### src/rtl/sram_like_arbiter.sv
// sram_like_arbiter
// Shares one sram-like bus port between the fetch (inst) and data masters.
// Data has fixed priority. Fetch is forced through after MAX_DATA_STREAK
// consecutive data grants that were taken while fetch was waiting.
// Only one access is ever outstanding, so the response is always routed
// back to the master recorded in owner_q.
module sram_like_arbiter #(
  parameter int unsigned ADDR_W          = 32,
  parameter int unsigned DATA_W          = 32,
  parameter int unsigned MAX_DATA_STREAK = 4
) (
  input  logic              clk,
  input  logic              resetn,

  // instruction-fetch master
  input  logic              inst_req,
  input  logic              inst_wr,
  input  logic [1:0]        inst_size,
  input  logic [ADDR_W-1:0] inst_addr,
  input  logic [DATA_W-1:0] inst_wdata,
  output logic              inst_addr_ok,
  output logic              inst_data_ok,
  output logic [DATA_W-1:0] inst_rdata,

  // data-access master
  input  logic              data_req,
  input  logic              data_wr,
  input  logic [1:0]        data_size,
  input  logic [ADDR_W-1:0] data_addr,
  input  logic [DATA_W-1:0] data_wdata,
  output logic              data_addr_ok,
  output logic              data_data_ok,
  output logic [DATA_W-1:0] data_rdata,

  // shared port toward the cache / AXI bridge
  output logic              bus_req,
  output logic              bus_wr,
  output logic [1:0]        bus_size,
  output logic [ADDR_W-1:0] bus_addr,
  output logic [DATA_W-1:0] bus_wdata,
  input  logic              bus_addr_ok,
  input  logic              bus_data_ok,
  input  logic [DATA_W-1:0] bus_rdata
);

  // FSM encoding
  localparam logic [1:0] ST_IDLE = 2'd0;  // free, arbitrating combinationally
  localparam logic [1:0] ST_REQ  = 2'd1;  // grant locked, waiting bus_addr_ok
  localparam logic [1:0] ST_WAIT = 2'd2;  // address taken, waiting bus_data_ok

  // master identifiers used for both grant and owner
  localparam logic [1:0] OWN_NONE = 2'd0;
  localparam logic [1:0] OWN_INST = 2'd1;
  localparam logic [1:0] OWN_DATA = 2'd2;

  // streak counter is 4 bits wide, enough for the 1..15 limit range
  localparam logic [3:0] STREAK_MAX = 4'(MAX_DATA_STREAK);

  logic [1:0] state_q,  state_d;
  logic [1:0] grant_q,  grant_d;
  logic [1:0] owner_q,  owner_d;
  logic [3:0] streak_q, streak_d;

  logic any_req;
  logic data_wins;
  logic sel_data;    // 1: the bus currently carries the data master's fields
  logic issuing;     // bus_req before reset gating
  logic accept;      // address phase completes this cycle
  logic respond;     // response phase completes this cycle

  assign any_req = inst_req | data_req;

  // Data wins unless fetch is pending and has been passed over too often.
  assign data_wins = data_req & ~(inst_req & (streak_q == STREAK_MAX));

  // Select which master drives the bus and whether a request is presented.
  always_comb begin
    sel_data = 1'b0;
    issuing  = 1'b0;
    case (state_q)
      ST_IDLE: begin
        issuing  = any_req;
        sel_data = data_wins;
      end
      ST_REQ: begin
        issuing  = 1'b1;
        sel_data = (grant_q == OWN_DATA);
      end
      default: begin
        issuing  = 1'b0;
        sel_data = 1'b0;
      end
    endcase
  end

  // Holding resetn low forces every handshake output low at once, without
  // waiting for the state registers to be observed.
  assign bus_req = issuing & resetn;
  assign accept  = bus_req & bus_addr_ok;
  assign respond = resetn & (state_q == ST_WAIT) & bus_data_ok;

  // Request fields follow the selected master; they are zero while idle.
  assign bus_wr    = bus_req & (sel_data ? data_wr : inst_wr);
  assign bus_size  = bus_req ? (sel_data ? data_size  : inst_size)  : 2'd0;
  assign bus_addr  = bus_req ? (sel_data ? data_addr  : inst_addr)  : '0;
  assign bus_wdata = bus_req ? (sel_data ? data_wdata : inst_wdata) : '0;

  // Address acknowledge goes only to the master whose fields are on the bus.
  assign inst_addr_ok = accept & ~sel_data;
  assign data_addr_ok = accept &  sel_data;

  // Response goes only to the owner of the outstanding access.
  assign inst_data_ok = respond & (owner_q == OWN_INST);
  assign data_data_ok = respond & (owner_q == OWN_DATA);

  // Read data is broadcast; it is qualified by the matching data_ok.
  assign inst_rdata = bus_rdata;
  assign data_rdata = bus_rdata;

  // Next-state logic for the FSM, grant/owner tracking and fetch streak.
  always_comb begin
    state_d  = state_q;
    grant_d  = grant_q;
    owner_d  = owner_q;
    streak_d = streak_q;

    case (state_q)
      ST_IDLE: begin
        if (any_req) begin
          if (bus_addr_ok) begin
            state_d = ST_WAIT;
            owner_d = sel_data ? OWN_DATA : OWN_INST;
          end else begin
            state_d = ST_REQ;
            grant_d = sel_data ? OWN_DATA : OWN_INST;
          end
        end
      end
      ST_REQ: begin
        if (bus_addr_ok) begin
          state_d = ST_WAIT;
          owner_d = grant_q;
          grant_d = OWN_NONE;
        end
      end
      ST_WAIT: begin
        if (bus_data_ok) begin
          state_d = ST_IDLE;
          owner_d = OWN_NONE;
        end
      end
      default: begin
        state_d = ST_IDLE;
        grant_d = OWN_NONE;
        owner_d = OWN_NONE;
      end
    endcase

    // Count data wins only while fetch is actually being held off.
    if (accept) begin
      if (sel_data && inst_req) begin
        if (streak_q != STREAK_MAX) begin
          streak_d = streak_q + 4'd1;
        end
      end else begin
        streak_d = 4'd0;
      end
    end
  end

  // State registers with asynchronous active-low reset.
  always_ff @(posedge clk or negedge resetn) begin
    if (!resetn) begin
      state_q  <= ST_IDLE;
      grant_q  <= OWN_NONE;
      owner_q  <= OWN_NONE;
      streak_q <= 4'd0;
    end else begin
      state_q  <= state_d;
      grant_q  <= grant_d;
      owner_q  <= owner_d;
      streak_q <= streak_d;
    end
  end

endmodule

### config.mk
export PLATFORM = sky130hd
export DESIGN_NAME = sram_like_arbiter
export DESIGN_NICKNAME = d
export VERILOG_FILES = /design/src/rtl/sram_like_arbiter.sv
export SDC_FILE = /design/constraint.sdc
export NUM_CORES = 1
export LEC_CHECK = 0
export CELL_PAD_IN_SITES_DETAIL_PLACEMENT = 1
export CELL_PAD_IN_SITES_GLOBAL_PLACEMENT = 2
export CORE_ASPECT_RATIO = 0.5
export CORE_MARGIN = 2
export CORE_UTILIZATION = 10
export CTS_BUF_LIST = sky130_fd_sc_hd__clkbuf_8 sky130_fd_sc_hd__clkbuf_16
export DETAILED_ROUTE_END_ITERATION = 12
export MAX_ROUTING_LAYER = met4
export PLACE_DENSITY = 0.95
export SETUP_SLACK_MARGIN = 0.1
export SYNTH_ARGS = -nofsm -noshare
export SYNTH_HDL_FRONTEND = slang
export SYNTH_SLANG_ARGS = --single-unit
export TNS_END_PERCENT = 100
### constraint.sdc
create_clock -name clk -period 2.5 [get_ports clk]
set_input_delay 0.75 -clock clk [delete_from_list [all_inputs] [get_ports clk]]
set_output_delay 0.75 -clock clk [all_outputs]
set_load 0.005 [all_outputs]
==> results of run 1 <==
==> flip-flops by register name (all words and copies together) (netlist names) <==
register  cells
grant_q       2
owner_q       2
streak_q      4
state_q       2
==> logic make-up (layout without fill, tap and decap cells) <==
| kind of cell | count (synthesis) | in the layout | synth area share |
|---|---|---|---|
| AO/OA/AOI/OAI | 88 | 89 | 0.227 |
| adder cells (fa/ha/maj) | 2 | 2 | 0.0117 |
| multiplexers | 1 | 1 | 0.00470 |
| buffers and inverters | 95 | 296 | 0.313 |
| flip-flops | 10 | 10 | 0.118 |
| AND/OR/NAND/NOR | 166 | 166 | 0.327 |
==> layout by cell type, fill, tap and decap left out, types with 3 or more instances in the layout <==
cell,n
a21oi_1,32
a21oi_2,41
buf_12,12
buf_16,9
buf_2,71
buf_4,38
buf_6,12
buf_8,3
clkbuf_16,6
clkdlybuf4s50_1,135
dfrtp_1,8
inv_1,4
nand2_1,91
nand2_2,18
nand2_4,31
nand3_1,3
nor2_2,3
o22ai_1,3
o31ai_1,3
==> how the worst max path moves through the flow <==
stage / slack, ns / end
6_report: -0.26 / bus_size[0]
5_1_grt: -0.35 / bus_size[0]
4_1_cts: -0.26 / bus_addr[22]
3_5_place_dp: -1.05 / bus_wdata[19]
3_3_place_gp: -1.05 / bus_wdata[16]
2_1_floorplan: 0.10 / bus_wdata[10]
==> Yosys cell counts (2+ instances only) <==
cell type,instances
o31ai_1,3
nand2_1,140
buf_2,7
nand3_1,3
a21oi_1,73
inv_1,6
o21ai_0,2
a31oi_1,2
nor3_1,2
clkbuf_1,6
buf_4,72
o22ai_1,3
dfrtp_1,10
ha_1,2
buf_6,4
and3b_1,2
nor3b_1,2
nor2_1,6
nand2b_1,2
==> through the flow <==
stage / total power, W / std cells
2_1_floorplan: 0.000729 / 362
3_3_place_gp: 0.00129 / 792
3_5_place_dp: 0.00132 / 792
4_1_cts: 0.00192 / 824
5_1_grt: 0.00226 / 837
6_report: 0.00213 / 837
==> routing by layer <==
| layer | GRT usage | part of all wire | vias to the layer above |
|---|---|---|---|
| li1 | - | - | 1532 |
| met1 | 0.145 | 0.43 | 1517 |
| met2 | 0.204 | 0.50 | 101 |
| met3 | 0.0302 | 0.068 | 6 |
| met4 | 0.0141 | 0.0043 | 0 |
| met5 | - | 0 | - |
==> report_power, final <==
part	switching [W]	total, W	leakage [nW]	internal, W
combinational	0.000726	0.00163	2.12	0.000905
sequential	0.0000260	0.000217	0.129	0.000191
clock	0.0000771	0.000285	0.0370	0.000208
total	0.000830	0.00213	2.28	0.00130
==> area by class of cell <==
class | count | share of cell area
repair buffers | 287 | 0.536
clock buffers | 3 | 0.0144
flip-flops and latches | 10 | 0.0484
inverters | 6 | 0.00432
well taps | 273 | 0.0655
multi-input cells | 258 | 0.331
==> timing repair <==
| action | CTS | global route |
|---|---|---|
| setup endpoints to repair | 72 | 72 |
| hold buffers | 0 | 0 |
| cloned | 10 | 6 |
| gates resized for setup | 397 | 73 |
| pin swaps | 28 | 57 |
| setup buffers | 19 | 7 |
==> worst min-delay path, cell delays in order, from the launching register on <==
cell,delay (ns)
dfrtp_1,0.36
nand2_1,0.06
o41ai_1,0.05
==> results.json, run 1 <==
{
  "grt.total_usage": 0.119,
  "final_util": 0.252,
  "htreeDepth": 1,
  "max_stage_delay_ns": 0.20,
  "wl_um": 15000,
  "synthArstFlopShare": 1.00,
  "drv_cap": 0,
  "antenna_left": 0,
  "synth_area_leader_cell": "buf_4",
  "ys_ff_latch": 10,
  "setup_violations": 69,
  "synth_top_area_share": 0.254,
  "ys.flop_type": "dfrtp_1",
  "violations": "setup timing",
  "overflow": 0,
  "clockBufferDepth": 2,
  "crit_chain": "buf_8 -> nand4b_4 -> a31oi_4 -> buf_6 -> buf_6 -> buf_12 -> buf_16 -> nand2_4 -> a21oi_2 -> buf_2",
  "min_path_type": "reg -> reg",
  "syn-cell-area_um2": 2130,
  "dp_hpwl_um": 10000,
  "drt_first_pass_iters": 4,
  "regArea_um2": 253,
  "placed_area_um2": 4300,
  "diodes": 0,
  "cp.required_ns": 1.75,
  "start_util": 0.103,
  "clk_latency_ns": 0.24,
  "grt_pass1_wl_um": 19900,
  "wire_per_inst_um": 17.9,
  "cts_root_buf": "clkbuf_16",
  "pre_cts_slack_ns": -1.05,
  "cp-startpoint": "inst_req",
  "r2r_slack_ns": 0.61,
  "period_share": 1.10,
  "p_per_area_nw_per_um2": 409,
  "die_w_um": 210,
  "whs_endpoint": "owner_q[0]",
  "syn_to_final_growth_pct": 145,
  "viasPerCell": 3.77,
  "holdWs_ns": 0.511,
  "worstSetupEndpointType": "output pin",
  "critPathSlowestCell": "a31oi_4",
  "core_area_um2": 20700,
  "cp_max_fo": 7,
  "min_from": "owner_q[0]",
  "ys_top_cells_by_area": "buf_4 25%, nand2_1 25%, a21oi_1 17%",
  "grt_max_degree": 48,
  "fin_setup_tns_ns": -13.79,
  "fin_nets": 740,
  "drive_gt1_frac": 0.461,
  "num_vias": 3156,
  "ys_types": 34,
  "ys.warnings.count": 0,
  "ys_seq_area_frac": 0.118,
  "critPathArrivalTime_ns": 2.01,
  "die_area_um2": 22600,
  "finalHoldViolCount": 0,
  "r2r_start": "streak_q[0]",
  "gp_congestion": 0.782,
  "synth_edf_count": 0,
  "design_area_um2": 5220,
  "final.min_clock_period_ns": 2.76,
  "start_kind": "input port",
  "max_freq_mhz": 362,
  "worst_slew_pin_slew_ns": 0.289,
  "antenna_found_initial": 1,
  "relSlewSlack": 0.807,
  "drc_errors": 0,
  "finClkSkew_ns": 0.00152,
  "die_y_um": 107,
  "status": "finished with violations",
  "path_class": "in -> out",
  "syn_area_per_cell_um2": 5.88,
  "clk_pin_slew_ns": 0.04,
  "cts_tree": "yes",
  "cp.depth": 10,
  "finalMaxSlewViolations": 0,
  "cp_top_family": "buffers and inverters",
  "ioPinCount": 308,
  "rows": 37,
  "worstHoldPathCells": 2,
  "reg2reg_depth": 9,
  "timing.rr.end": "streak_q[0]",
  "path_buf_inv": 6,
  "cts_sinks": 10,
  "rsz0062_at_grt": "yes",
  "nFillCells": 2441,
  "max-vdd-ir-drop_v": 0.000197,
  "drtIter0Drc": 201,
  "grt_pass1_vias": 3340,
  "p_leak_nw": 2.28,
  "synthCells": 362,
  "synth_fp_nets": 536,
  "crit_top_cell": "buf_6",
  "setup_ws_ns": -0.262,
  "cts-buffers-inserted": 3,
  "port_buffers": 211,
  "multi_input_area_um2": 1730
}
Power figures use the tool's default switching activity.
==> run 2: changes to the inputs <==
==> config.mk (replaced) <==
export PLATFORM = sky130hd
export DESIGN_NAME = sram_like_arbiter
export DESIGN_NICKNAME = d
export VERILOG_FILES = /design/src/rtl/sram_like_arbiter.sv
export SDC_FILE = /design/constraint.sdc
export NUM_CORES = 1
export LEC_CHECK = 0
export CAP_MARGIN = 20
export CORE_AREA = 2 2 119 121
export CTS_BUF_LIST = sky130_fd_sc_hd__clkbuf_8 sky130_fd_sc_hd__clkbuf_16
export DETAILED_ROUTE_END_ITERATION = 12
export DIE_AREA = 0 0 121 123
export MAX_ROUTING_LAYER = met4
export PLACE_DENSITY = 0.65
export SETUP_SLACK_MARGIN = 0.1
export SYNTH_ARGS = -nofsm -noshare
export SYNTH_HDL_FRONTEND = slang
export SYNTH_SLANG_ARGS = --single-unit
export TNS_END_PERCENT = 100
==> run 2 against run 1 <==
Against the previous run: the run still ends with setup timing left; routed wire length decreased by 20%; worst setup slack improved by 0.023 ns; global-route usage is 3.2 points higher; maximum frequency increased by 0.85%; hold slack lost 0.0045 ns; combinational power is 9% lower; critical path type unchanged.
==> results.json, run 2 (synthesized netlist as in run 1, its figures left out) <==
{
  "antenna_found_initial": 0,
  "start_util": 0.156,
  "htreeDepth": 1,
  "max_stage_delay_ns": 0.18,
  "stdcell_count": 735,
  "cp_top_family": "buffers and inverters",
  "drv_cap": 0,
  "layout_common_cells": "134 x clkdlybuf4s50_1, 94 x nand2_1, 70 x buf_2",
  "cts_tree": "yes",
  "status": "finished with violations",
  "max-vdd-ir-drop_v": 0.000315,
  "finalMaxSlewViolations": 0,
  "die_area_um2": 14900,
  "ioPinCount": 308,
  "fin_setup_tns_ns": -13.35,
  "p_leak_nw": 2.20,
  "crit_chain": "buf_4 -> nand4b_4 -> a31oi_4 -> buf_12 -> buf_8 -> buf_12 -> clkbuf_16 -> nand2_4 -> a21oi_2 -> buf_2",
  "crit_top_cell": "buf_12",
  "drc_errors": 0,
  "clk_latency_ns": 0.24,
  "path_class": "in -> out",
  "violations": "setup timing",
  "nFillCells": 1430,
  "critPathArrivalTime_ns": 1.99,
  "gp_congestion": 0.754,
  "core_area_um2": 13600,
  "drive_gt1_frac": 0.449,
  "grt_pass1_vias": 3069,
  "cts_root_buf": "clkbuf_16",
  "viasPerCell": 4.25,
  "finClkSkew_ns": 0.00371,
  "worstSetupEndpointType": "output pin",
  "max_freq_mhz": 365,
  "critPathSlowestCell": "a31oi_4",
  "cp.required_ns": 1.75,
  "grt_max_degree": 18,
  "largest-register": "streak_q",
  "wl_um": 12000,
  "wire_per_inst_um": 16.3,
  "drtIter0Drc": 90,
  "die_y_um": 123,
  "num_vias": 3126,
  "placedCellCount": 699,
  "relSlewSlack": 0.810,
  "cts-buffers-inserted": 3,
  "finalHoldViolCount": 0,
  "grt.total_usage": 0.151,
  "fin_nets": 730,
  "antenna_left": 0,
  "period_share": 1.10,
  "largest_register_ffs": 4,
  "path_buf_inv": 6,
  "cp_max_fo": 5,
  "rows": 43,
  "start_kind": "input port",
  "overflow": 0,
  "port_buffers": 211,
  "setup_violations": 69,
  "setup_ws_ns": -0.239,
  "grt_pass1_wl_um": 16900,
  "rsz0062_at_grt": "yes",
  "clockBufferDepth": 2,
  "layout_commonest_cell": "clkdlybuf4s50_1",
  "final.min_clock_period_ns": 2.74,
  "diodes": 0,
  "p_per_area_nw_per_um2": 410,
  "die_w_um": 121,
  "clk_pin_slew_ns": 0.04,
  "min_path_type": "reg -> reg",
  "ctsHoldBuffers": 0,
  "cts_sinks": 10,
  "worst_slew_pin_slew_ns": 0.281,
  "dp_hpwl_um": 7720,
  "syn_to_final_growth_pct": 130,
  "drt_first_pass_iters": 4
}
[run 2: layout make-up]
cell class	instances	area [um2]	share of cell area
repair buffers	278	2680	0.546
flip-flops and latches	10	250	0.0510
well taps	180	225	0.0459
multi-input cells	257	1640	0.334
clock buffers	4	88.8	0.0181
inverters	6	22.5	0.00459
[run 2: tightest hold or removal path, stage by stage, from the launching register on]
cell	delay, ns
dfrtp_1	0.35
nand2_1	0.06
o31ai_1	0.06
[run 2: where the power goes]
group          internal (W)  total (W)  leakage, nW  switching, W
combinational      0.000835    0.00148         2.02      0.000641
sequential         0.000190   0.000212        0.131     0.0000223
clock              0.000241   0.000322       0.0442     0.0000811
[run 2: what timing repair did]
item,in CTS,in global routing
buffers inserted,19,3
pin swaps,28,36
gates cloned,9,1
gates resized for setup,356,81
endpoints found under the setup margin,72,71
[run 2: worst paths after layout]
kind	depth (start not counted)	from	to	slack [ns]
max in group asynchronous	3	resetn	streak_q[0]	1.73
worst max-delay path	10	inst_req	bus_addr[16]	-0.24
worst max register to register	10	streak_q[1]	streak_q[3]	0.56
min in group asynchronous	2	resetn	streak_q[3]	0.56
worst min-delay path	2	owner_q[1]	owner_q[1]	0.51
worst min register to register	2	owner_q[1]	owner_q[1]	0.51
[run 2: stage by stage]
stage	area, um2	power, W	setup WS [ns]	hold WS (ns)	utilization
after detailed placement	4190	0.00127	-0.987	0.490	0.307
after CTS	4590	0.00190	-0.233	0.508	0.337
after global placement	4190	0.00127	-0.954	0.494	0.307
final	4900	0.00201	-0.239	0.506	0.360
after floorplan	2150	0.000729	0.105	0.454	-
after global routing	4900	0.00215	-0.312	0.509	0.360
[run 2: routing by layer]
layer	up-vias	track usage	share of wire
li1	1512	-	-
met1	1405	0.191	0.40
met2	172	0.236	0.47
met3	37	0.0374	0.094
met4	0	0.0509	0.031
met5	-	-	0
